==> src/rtl/pcg_bounded_draw_pkg.sv <==
// Shared types for the bounded-draw datapath: word/product widths and FSM states.
package pcg_pkg;

  localparam int PCG_W = 32;

  typedef logic [PCG_W-1:0]   pcg_word_t;
  typedef logic [2*PCG_W-1:0] pcg_prod_t;

  typedef enum logic [2:0] {
    ST_IDLE   = 3'd0,
    ST_THRESH = 3'd1,
    ST_DRAW   = 3'd2,
    ST_MUL    = 3'd3,
    ST_CHECK  = 3'd4,
    ST_OUT    = 3'd5
  } draw_state_e;

endpackage

==> src/rtl/pcg_bounded_draw_if.sv <==
// Request, random-word and result handshakes of the bounded draw unit.
interface pcg_bounded_draw_if
  import pcg_pkg::*;
#(
  parameter int W     = PCG_W,
  parameter int REJ_W = 8
) ();

  logic             req_valid;
  logic             req_ready;
  logic [W-1:0]     req_bound;
  logic             rnd_valid;
  logic             rnd_ready;
  logic [W-1:0]     rnd_data;
  logic             out_valid;
  logic             out_ready;
  logic [W-1:0]     out_data;
  logic [REJ_W-1:0] rej_count;

  modport slave (
    input  req_valid, req_bound, rnd_valid, rnd_data, out_ready,
    output req_ready, rnd_ready, out_valid, out_data, rej_count
  );

  modport master (
    output req_valid, req_bound, rnd_valid, rnd_data, out_ready,
    input  req_ready, rnd_ready, out_valid, out_data, rej_count
  );

endinterface

==> src/rtl/pcg_bounded_draw_mod_serial.sv <==
// Serial restoring divider returning only the remainder, one quotient bit per cycle.
// The first bit is resolved on the start cycle, so done rises W-1 cycles later.
module pcg_mod_serial
  import pcg_pkg::*;
#(
  parameter int W = PCG_W
) (
  input  logic         clk,
  input  logic         rst_n,
  input  logic         i_start,
  input  logic [W-1:0] i_dividend,
  input  logic [W-1:0] i_divisor,
  output logic         o_busy,
  output logic         o_done,
  output logic [W-1:0] o_rem
);

  localparam int CNT_W = $clog2(W + 1);

  logic [W-1:0]     r_rem;
  logic [W-1:0]     r_dvd;
  logic [W-1:0]     r_dvs;
  logic [CNT_W-1:0] r_cnt;
  logic             r_busy;
  logic             r_done;

  logic [W-1:0] w_rem_in;
  logic [W-1:0] w_dvs;
  logic         w_bit;
  logic [W:0]   w_trial;
  logic [W-1:0] w_rem_next;

  always_comb begin
    w_rem_in   = r_rem;
    w_bit      = r_dvd[W-1];
    w_dvs      = r_dvs;
    if (i_start) begin
      w_rem_in = '0;
      w_bit    = i_dividend[W-1];
      w_dvs    = i_divisor;
    end
    w_trial    = {w_rem_in, w_bit};
    w_rem_next = w_trial[W-1:0];
    // Remainder stays below the divisor, so the subtracted value always fits W bits.
    if (w_trial >= {1'b0, w_dvs}) begin
      w_rem_next = W'(w_trial - {1'b0, w_dvs});
    end
  end

  always_ff @(posedge clk or negedge rst_n) begin
    if (!rst_n) begin
      r_rem  <= '0;
      r_dvd  <= '0;
      r_dvs  <= '0;
      r_cnt  <= '0;
      r_busy <= 1'b0;
      r_done <= 1'b0;
    end else begin
      r_done <= 1'b0;
      if (i_start) begin
        r_rem  <= w_rem_next;
        r_dvd  <= {i_dividend[W-2:0], 1'b0};
        r_dvs  <= i_divisor;
        r_cnt  <= CNT_W'(W - 1);
        r_busy <= 1'b1;
      end else if (r_busy) begin
        r_rem <= w_rem_next;
        r_dvd <= {r_dvd[W-2:0], 1'b0};
        r_cnt <= r_cnt - 1'b1;
        if (r_cnt == CNT_W'(1)) begin
          r_busy <= 1'b0;
          r_done <= 1'b1;
        end
      end
    end
  end

  assign o_busy = r_busy;
  assign o_done = r_done;
  assign o_rem  = r_rem;

endmodule

==> src/rtl/pcg_bounded_draw.sv <==
// Unbiased bounded integer from a random word stream (Lemire multiply-and-reject),
// with a one-entry threshold cache keyed on the last bound.
module pcg_bounded_draw
  import pcg_pkg::*;
#(
  parameter int W     = PCG_W,
  parameter int REJ_W = 8
) (
  input logic               clk,
  input logic               rst_n,
  pcg_bounded_draw_if.slave bus
);

  draw_state_e r_state;
  draw_state_e w_state_next;

  logic             r_req_ready;
  logic             r_rnd_ready;
  logic             r_out_valid;
  logic [W-1:0]     r_s;
  logic             r_pass;
  logic [W-1:0]     r_x;
  logic [2*W-1:0]   r_m;
  logic [W-1:0]     r_thresh;
  logic [W-1:0]     r_cache_bound;
  logic             r_cache_valid;
  logic [W-1:0]     r_out_data;
  logic [REJ_W-1:0] r_rej;

  logic         w_req_fire;
  logic         w_rnd_fire;
  logic         w_out_fire;
  logic         w_cache_hit;
  logic         w_div_start;
  logic         w_div_busy;
  logic         w_div_done;
  logic [W-1:0] w_div_rem;
  logic [W-1:0] w_neg_bound;
  logic         w_accept;

  assign w_req_fire  = bus.req_valid && r_req_ready;
  assign w_rnd_fire  = bus.rnd_valid && r_rnd_ready;
  assign w_out_fire  = bus.out_ready && r_out_valid;
  assign w_cache_hit = r_cache_valid && (bus.req_bound == r_cache_bound);
  assign w_div_start = w_req_fire && (bus.req_bound != '0) && !w_cache_hit && !w_div_busy;
  // (2^W - s) mod 2^W is the two's complement of s.
  assign w_neg_bound = ~bus.req_bound + 1'b1;
  assign w_accept    = r_pass || (r_m[W-1:0] >= r_thresh);

  pcg_mod_serial #(.W(W)) u_mod (
    .clk        (clk),
    .rst_n      (rst_n),
    .i_start    (w_div_start),
    .i_dividend (w_neg_bound),
    .i_divisor  (bus.req_bound),
    .o_busy     (w_div_busy),
    .o_done     (w_div_done),
    .o_rem      (w_div_rem)
  );

  always_ff @(posedge clk or negedge rst_n) begin
    if (!rst_n) begin
      r_state <= ST_IDLE;
    end else begin
      r_state <= w_state_next;
    end
  end

  always_comb begin
    w_state_next = r_state;
    case (r_state)
      ST_IDLE: begin
        if (w_req_fire) begin
          if ((bus.req_bound == '0) || w_cache_hit) begin
            w_state_next = ST_DRAW;
          end else begin
            w_state_next = ST_THRESH;
          end
        end
      end
      ST_THRESH: begin
        if (w_div_done) begin
          w_state_next = ST_DRAW;
        end
      end
      ST_DRAW: begin
        if (w_rnd_fire) begin
          w_state_next = ST_MUL;
        end
      end
      ST_MUL:   w_state_next = ST_CHECK;
      ST_CHECK: w_state_next = w_accept ? ST_OUT : ST_DRAW;
      ST_OUT: begin
        if (w_out_fire) begin
          w_state_next = ST_IDLE;
        end
      end
      default:  w_state_next = ST_IDLE;
    endcase
  end

  // Handshake outputs are registered from the next state so they read 0 throughout reset.
  always_ff @(posedge clk or negedge rst_n) begin
    if (!rst_n) begin
      r_req_ready <= 1'b0;
      r_rnd_ready <= 1'b0;
      r_out_valid <= 1'b0;
    end else begin
      r_req_ready <= (w_state_next == ST_IDLE);
      r_rnd_ready <= (w_state_next == ST_DRAW);
      r_out_valid <= (w_state_next == ST_OUT);
    end
  end

  always_ff @(posedge clk or negedge rst_n) begin
    if (!rst_n) begin
      r_s           <= '0;
      r_pass        <= 1'b0;
      r_x           <= '0;
      r_m           <= '0;
      r_thresh      <= '0;
      r_cache_bound <= '0;
      r_cache_valid <= 1'b0;
      r_out_data    <= '0;
      r_rej         <= '0;
    end else begin
      case (r_state)
        ST_IDLE: begin
          if (w_req_fire) begin
            r_s    <= bus.req_bound;
            r_pass <= (bus.req_bound == '0);
          end
        end
        ST_THRESH: begin
          if (w_div_done) begin
            r_thresh      <= w_div_rem;
            r_cache_bound <= r_s;
            r_cache_valid <= 1'b1;
          end
        end
        ST_DRAW: begin
          if (w_rnd_fire) begin
            r_x <= bus.rnd_data;
          end
        end
        ST_MUL: begin
          r_m <= {{W{1'b0}}, r_x} * {{W{1'b0}}, r_s};
        end
        ST_CHECK: begin
          if (w_accept) begin
            r_out_data <= r_pass ? r_x : r_m[2*W-1:W];
          end else if (r_rej != '1) begin
            r_rej <= r_rej + 1'b1;
          end
        end
        default: begin
        end
      endcase
    end
  end

  assign bus.req_ready = r_req_ready;
  assign bus.rnd_ready = r_rnd_ready;
  assign bus.out_valid = r_out_valid;
  assign bus.out_data  = r_out_data;
  assign bus.rej_count = r_rej;

endmodule
==> src/flat_wrapper.sv <==
// flat-port wrapper written by rule: the top's interface ports become plain ports
module pcg_bounded_draw_flat import pcg_pkg::*;
#(
  parameter int W     = PCG_W,
  parameter int REJ_W = 8
)
  (clk, rst_n, bus_req_valid, bus_req_bound, bus_rnd_valid, bus_rnd_data, bus_out_ready, bus_req_ready, bus_rnd_ready, bus_out_valid, bus_out_data, bus_rej_count);
  pcg_bounded_draw_if #(.W(W), .REJ_W(REJ_W)) bus_i ();
  input logic clk;
  input logic rst_n;
  input wire logic [$bits(bus_i.req_valid)-1:0] bus_req_valid;
  input wire logic [$bits(bus_i.req_bound)-1:0] bus_req_bound;
  input wire logic [$bits(bus_i.rnd_valid)-1:0] bus_rnd_valid;
  input wire logic [$bits(bus_i.rnd_data)-1:0] bus_rnd_data;
  input wire logic [$bits(bus_i.out_ready)-1:0] bus_out_ready;
  output wire logic [$bits(bus_i.req_ready)-1:0] bus_req_ready;
  output wire logic [$bits(bus_i.rnd_ready)-1:0] bus_rnd_ready;
  output wire logic [$bits(bus_i.out_valid)-1:0] bus_out_valid;
  output wire logic [$bits(bus_i.out_data)-1:0] bus_out_data;
  output wire logic [$bits(bus_i.rej_count)-1:0] bus_rej_count;
  assign bus_i.req_valid = bus_req_valid;
  assign bus_i.req_bound = bus_req_bound;
  assign bus_i.rnd_valid = bus_rnd_valid;
  assign bus_i.rnd_data = bus_rnd_data;
  assign bus_i.out_ready = bus_out_ready;
  assign bus_req_ready = bus_i.req_ready;
  assign bus_rnd_ready = bus_i.rnd_ready;
  assign bus_out_valid = bus_i.out_valid;
  assign bus_out_data = bus_i.out_data;
  assign bus_rej_count = bus_i.rej_count;
  pcg_bounded_draw #(.W(W), .REJ_W(REJ_W)) u_core (.clk(clk), .rst_n(rst_n), .bus(bus_i));
endmodule
==> config.mk <==
export PLATFORM = sky130hd
export DESIGN_NAME = pcg_bounded_draw_flat
export DESIGN_NICKNAME = d
export VERILOG_FILES = /design/src/rtl/pcg_bounded_draw_pkg.sv /design/src/rtl/pcg_bounded_draw_if.sv /design/src/rtl/pcg_bounded_draw_mod_serial.sv /design/src/rtl/pcg_bounded_draw.sv /design/src/flat_wrapper.sv
export SDC_FILE = /design/constraint.sdc
export NUM_CORES = 2
export LEC_CHECK = 0
export BUFFER_PORTS_ARGS = -buffer_cell sky130_fd_sc_hd__buf_2
export CAP_MARGIN = 25
export CELL_PAD_IN_SITES_DETAIL_PLACEMENT = 1
export CELL_PAD_IN_SITES_GLOBAL_PLACEMENT = 2
export CORE_MARGIN = 4
export CORE_UTILIZATION = 43
export CTS_BUF_LIST = sky130_fd_sc_hd__clkbuf_4 sky130_fd_sc_hd__clkbuf_8
export CTS_CLUSTER_DIAMETER = 200
export DETAILED_ROUTE_END_ITERATION = 6
export PLACE_DENSITY = 0.95
export SLEW_MARGIN = 40
export SYNTH_ARGS = -nofsm -noshare
export SYNTH_HDL_FRONTEND = slang
export SYNTH_SLANG_ARGS = --single-unit
==> constraint.sdc <==
create_clock -name clk -period 8.3 [get_ports clk]
set_clock_uncertainty 0.1 [all_clocks]
set_input_delay 1.66 -clock clk [delete_from_list [all_inputs] [get_ports clk]]
set_output_delay 1.66 -clock clk [all_outputs]
set_load 0.02 [all_outputs]
==> metrics.txt <==
Reg-to-Reg Start u_core.r_s[21]$_DFFE_PN0P_; CP arrival 8.64 ns; Critical Path Start Type flop; WL final 166000 µm; Vias 38720; Num CTS Buffers 61; routed wl met2 81620 µm; Yosys warning total 0; Post-DP HPWL roughly 130000 µm; Syn Std Cell Area 50530 µm²; kind of end point of the critical path flop; initial drt markers around 2300; most numerous cell on the critical path fa_1; wire length per cell 23.66 µm; chip width 350.8 µm; H-tree levels 2; reg2reg setup slack about 0.13 ns; LEAKAGE 28.14 nW; Nets 6737; Hold WC Path Type reg2reg; Max stage delay on crit path 0.79 ns; synth top area cells fa_1, dfrtp_1, ha_1, and2_1, inv_1; period utilisation layout 98.41%; sequential area share after synthesis 16.99%; Slew HR 37.03%; maximum vdd drop 0.1994 mV; clk_lat worst skew between 0.7 and 0.8 ns; Total Neg Setup Slack 0 ns; CP cell instances buf_4, and2_1, fa_1, inv_1, fa_1, inv_1, fa_1, fa_1, fa_1, fa_1, fa_1, ha_1, ha_1, nand4_1, nor2_1, and3b_1, a21boi_0, a311oi_2, a21o_1, or2_2, o31ai_1, xnor2_1, o21ai_0; critical path's slowest cell dfrtp_1; gr usage total 27.58%; highest routed metal layer met4; CTS tree yes; core box area ~120000 µm²; vias in the first global route 44710; worst setup margin 0.1318 ns; IO Pins 112; Synth Register Bits roughly 340; Reg clk slew, reported paths ~0.07 ns; CTS root buffer clkbuf_8; Yosys cell types 78; DIE AREA 123100 µm²; initial antenna violation count 6; # setup viols final 0; worst hold start u_core.u_mod.r_dvd[28]$_DFFE_PN0P_; largest net degree at the start of global routing about 110; CP required 8.78 ns; Min-Delay Path Depth 1; die height roughly 350 µm; Fin Hold WS 0.3823 ns; WL met1 66210 µm; post-synthesis cell count about 5400; CP max FO 18; site row count 125; Finished Layout Cells 7016; post-route ant nets 0; Fin. Hold Viols 0; starting density of the core 43.43%; drt drc 0; Post-Place Cells 6900; top post-synthesis cells by count inv_1, fa_1, nand2_1; share of the synthesized area in the top cell type a little over a third; Final Critical Period 8.168 ns; f_max 0.1224 GHz; vias per cell 5.519; first-pass GRT wire length around 260000 µm; GR Overflow Total 0; share of layout cells above drive strength 1 10.65%; Pwr Density around 200 nW/µm²; Slew Limit Fails 0; Clock Path Buffers 3; status finished clean; Setup Fix Bufs, Post-CTS 0; async set-or-reset flop fraction in the synthesized netlist 100.0%; Reg2Reg Capture Point u_core.r_m[58]$_DFFE_PN0P_; # clock sinks 343; max-cap viol count 0; Routability Congestion 0.9079; syn_nets about 6700; WHS Endpoint u_core.u_mod.r_dvd[29]$_DFFE_PN0P_; Main synth FF type dfrtp_1; cell with the most instances after synthesis inv_1; synthesis-to-finish area growth 9.387%; kind of critical path reg2reg; met3 routed WL 8542 µm; Reg2Reg Depth 23; Finished Core Util 47.50%; Slew @ Worst Pin 0.9445 ns; mean post-synth cell area 9.410 µm²; Yosys top cell by area fa_1; dpl ws -0.03960 ns; DRT Pass-1 Iters 5; input/output buffers 111; EDFF count, synth 0
where the power goes:
part / internal, mW / leakage, nW / total [mW] / switching, mW
Combinational: 2.27 / 22.9 / 6.02 / 3.76
Clock: 1.14 / 0.790 / 2.00 / 0.862
Sequential: 2.20 / 4.43 / 2.84 / 0.640
layout by cell type, fill, tap and decap left out, types with 72 or more instances in the layout:
cell type,n
o21ai_0,154
dfrtp_1,327
mux2_2,106
clkbuf_8,72
fa_1,897
a21oi_1,162
buf_2,110
buf_4,170
nand2_1,651
inv_1,955
ha_1,329
xnor2_1,87
mux2i_1,77
nor2_1,160
and2_1,620
state kept, by name, indices dropped and copies added (netlist names):
| signal | count |
|---|---|
| u_core.r_m | 64 |
| u_core.bus.out_data | 32 |
| u_core.r_cache_bound | 32 |
| u_core.r_s | 32 |
| u_core.r_thresh | 32 |
| u_core.r_x | 32 |
| u_core.u_mod.o_rem | 32 |
| u_core.u_mod.r_dvs | 32 |
| u_core.u_mod.r_dvd | 31 |
| u_core.bus.rej_count | 8 |
| u_core.u_mod.r_cnt | 6 |
| u_core.r_state | 3 |
| u_core.bus.out_valid | 1 |
| u_core.bus.req_ready | 1 |
| u_core.bus.rnd_ready | 1 |
| u_core.r_cache_valid | 1 |
| u_core.r_pass | 1 |
| u_core.u_mod.o_busy | 1 |
| u_core.u_mod.o_done | 1 |
worst max-delay path, delay by kind of cell (launching register included):
family / cells / cell delay [ns]
DFF: 1 / 0.79
and+or+nand+nor: 5 / 1.32
adders and majority gates: 9 / 4.11
xor gates and xnor gates: 1 / 0.16
buffers and inverters: 3 / 0.58
AOI/OAI and AO/OA: 5 / 0.95
layout make-up:
cell class                 instances  area (µm²)
multi-input combinational       3765       37240
fill                           13390       61080
sequential                       343        8603
clock inverter                    29       406.6
clock buffer                      85        1089
timing repair buffer             314        2440
tap                             1524        1907
inverter                         955        3585
antenna                            1       2.502
cell families (layout without fill, tap and decap cells):
group | after synthesis | after routing | share of synthesized area, %
fa+ha+maj | 1228 | 1228 | 43.73
other cells | 0 | 1 | 0
flops | 343 | 343 | 16.99
xor+xnor | 151 | 151 | 2.617
compound gates | 565 | 565 | 6.990
mux | 184 | 184 | 3.910
buf+inv | 1262 | 1383 | 9.473
simple gates | 1637 | 1637 | 16.29
worst max-delay path by stage:
stage	start	end	slack, ns	cells after the start
after global routing	u_core.r_x[10]$_DFFE_PN0P_	u_core.r_m[58]$_DFFE_PN0P_	-0.003	23
after detailed placement	u_core.r_s[12]$_DFFE_PN0P_	u_core.r_m[58]$_DFFE_PN0P_	-0.04	22
after CTS	u_core.r_x[4]$_DFFE_PN0P_	u_core.r_m[58]$_DFFE_PN0P_	0.03	24
after floorplan	u_core.r_s[2]$_DFFE_PN0P_	u_core.r_m[59]$_DFFE_PN0P_	0.99	25
final	u_core.r_s[21]$_DFFE_PN0P_	u_core.r_m[58]$_DFFE_PN0P_	0.13	23
after global placement	u_core.r_x[29]$_DFFE_PN0P_	u_core.r_m[60]$_DFFE_PN0P_	0.22	23
per-layer routing:
layer | track usage [%] | vias up
met5 | 0 | -
met4 | 13.32 | 0
met3 | 3.710 | 426
met2 | 47.43 | 1184
met1 | 34.37 | 20440
li1 | - | 16670
metrics by stage:
step	area (µm²)	power [mW]
finish	55280	10.87
global route	55280	11.56
CTS	55180	10.79
detailed placement	53680	8.715
global placement	53640	8.454
floorplan	50530	6.433
repair_timing:
action                                  4_1_cts  5_1_grt
hold buffers                                  0        0
cloned                                        0        0
gates resized for setup                       1       24
pin swaps                                     0        2
endpoints found under the setup margin        4       19
Note: power is estimated with default switching activity, not from simulation.
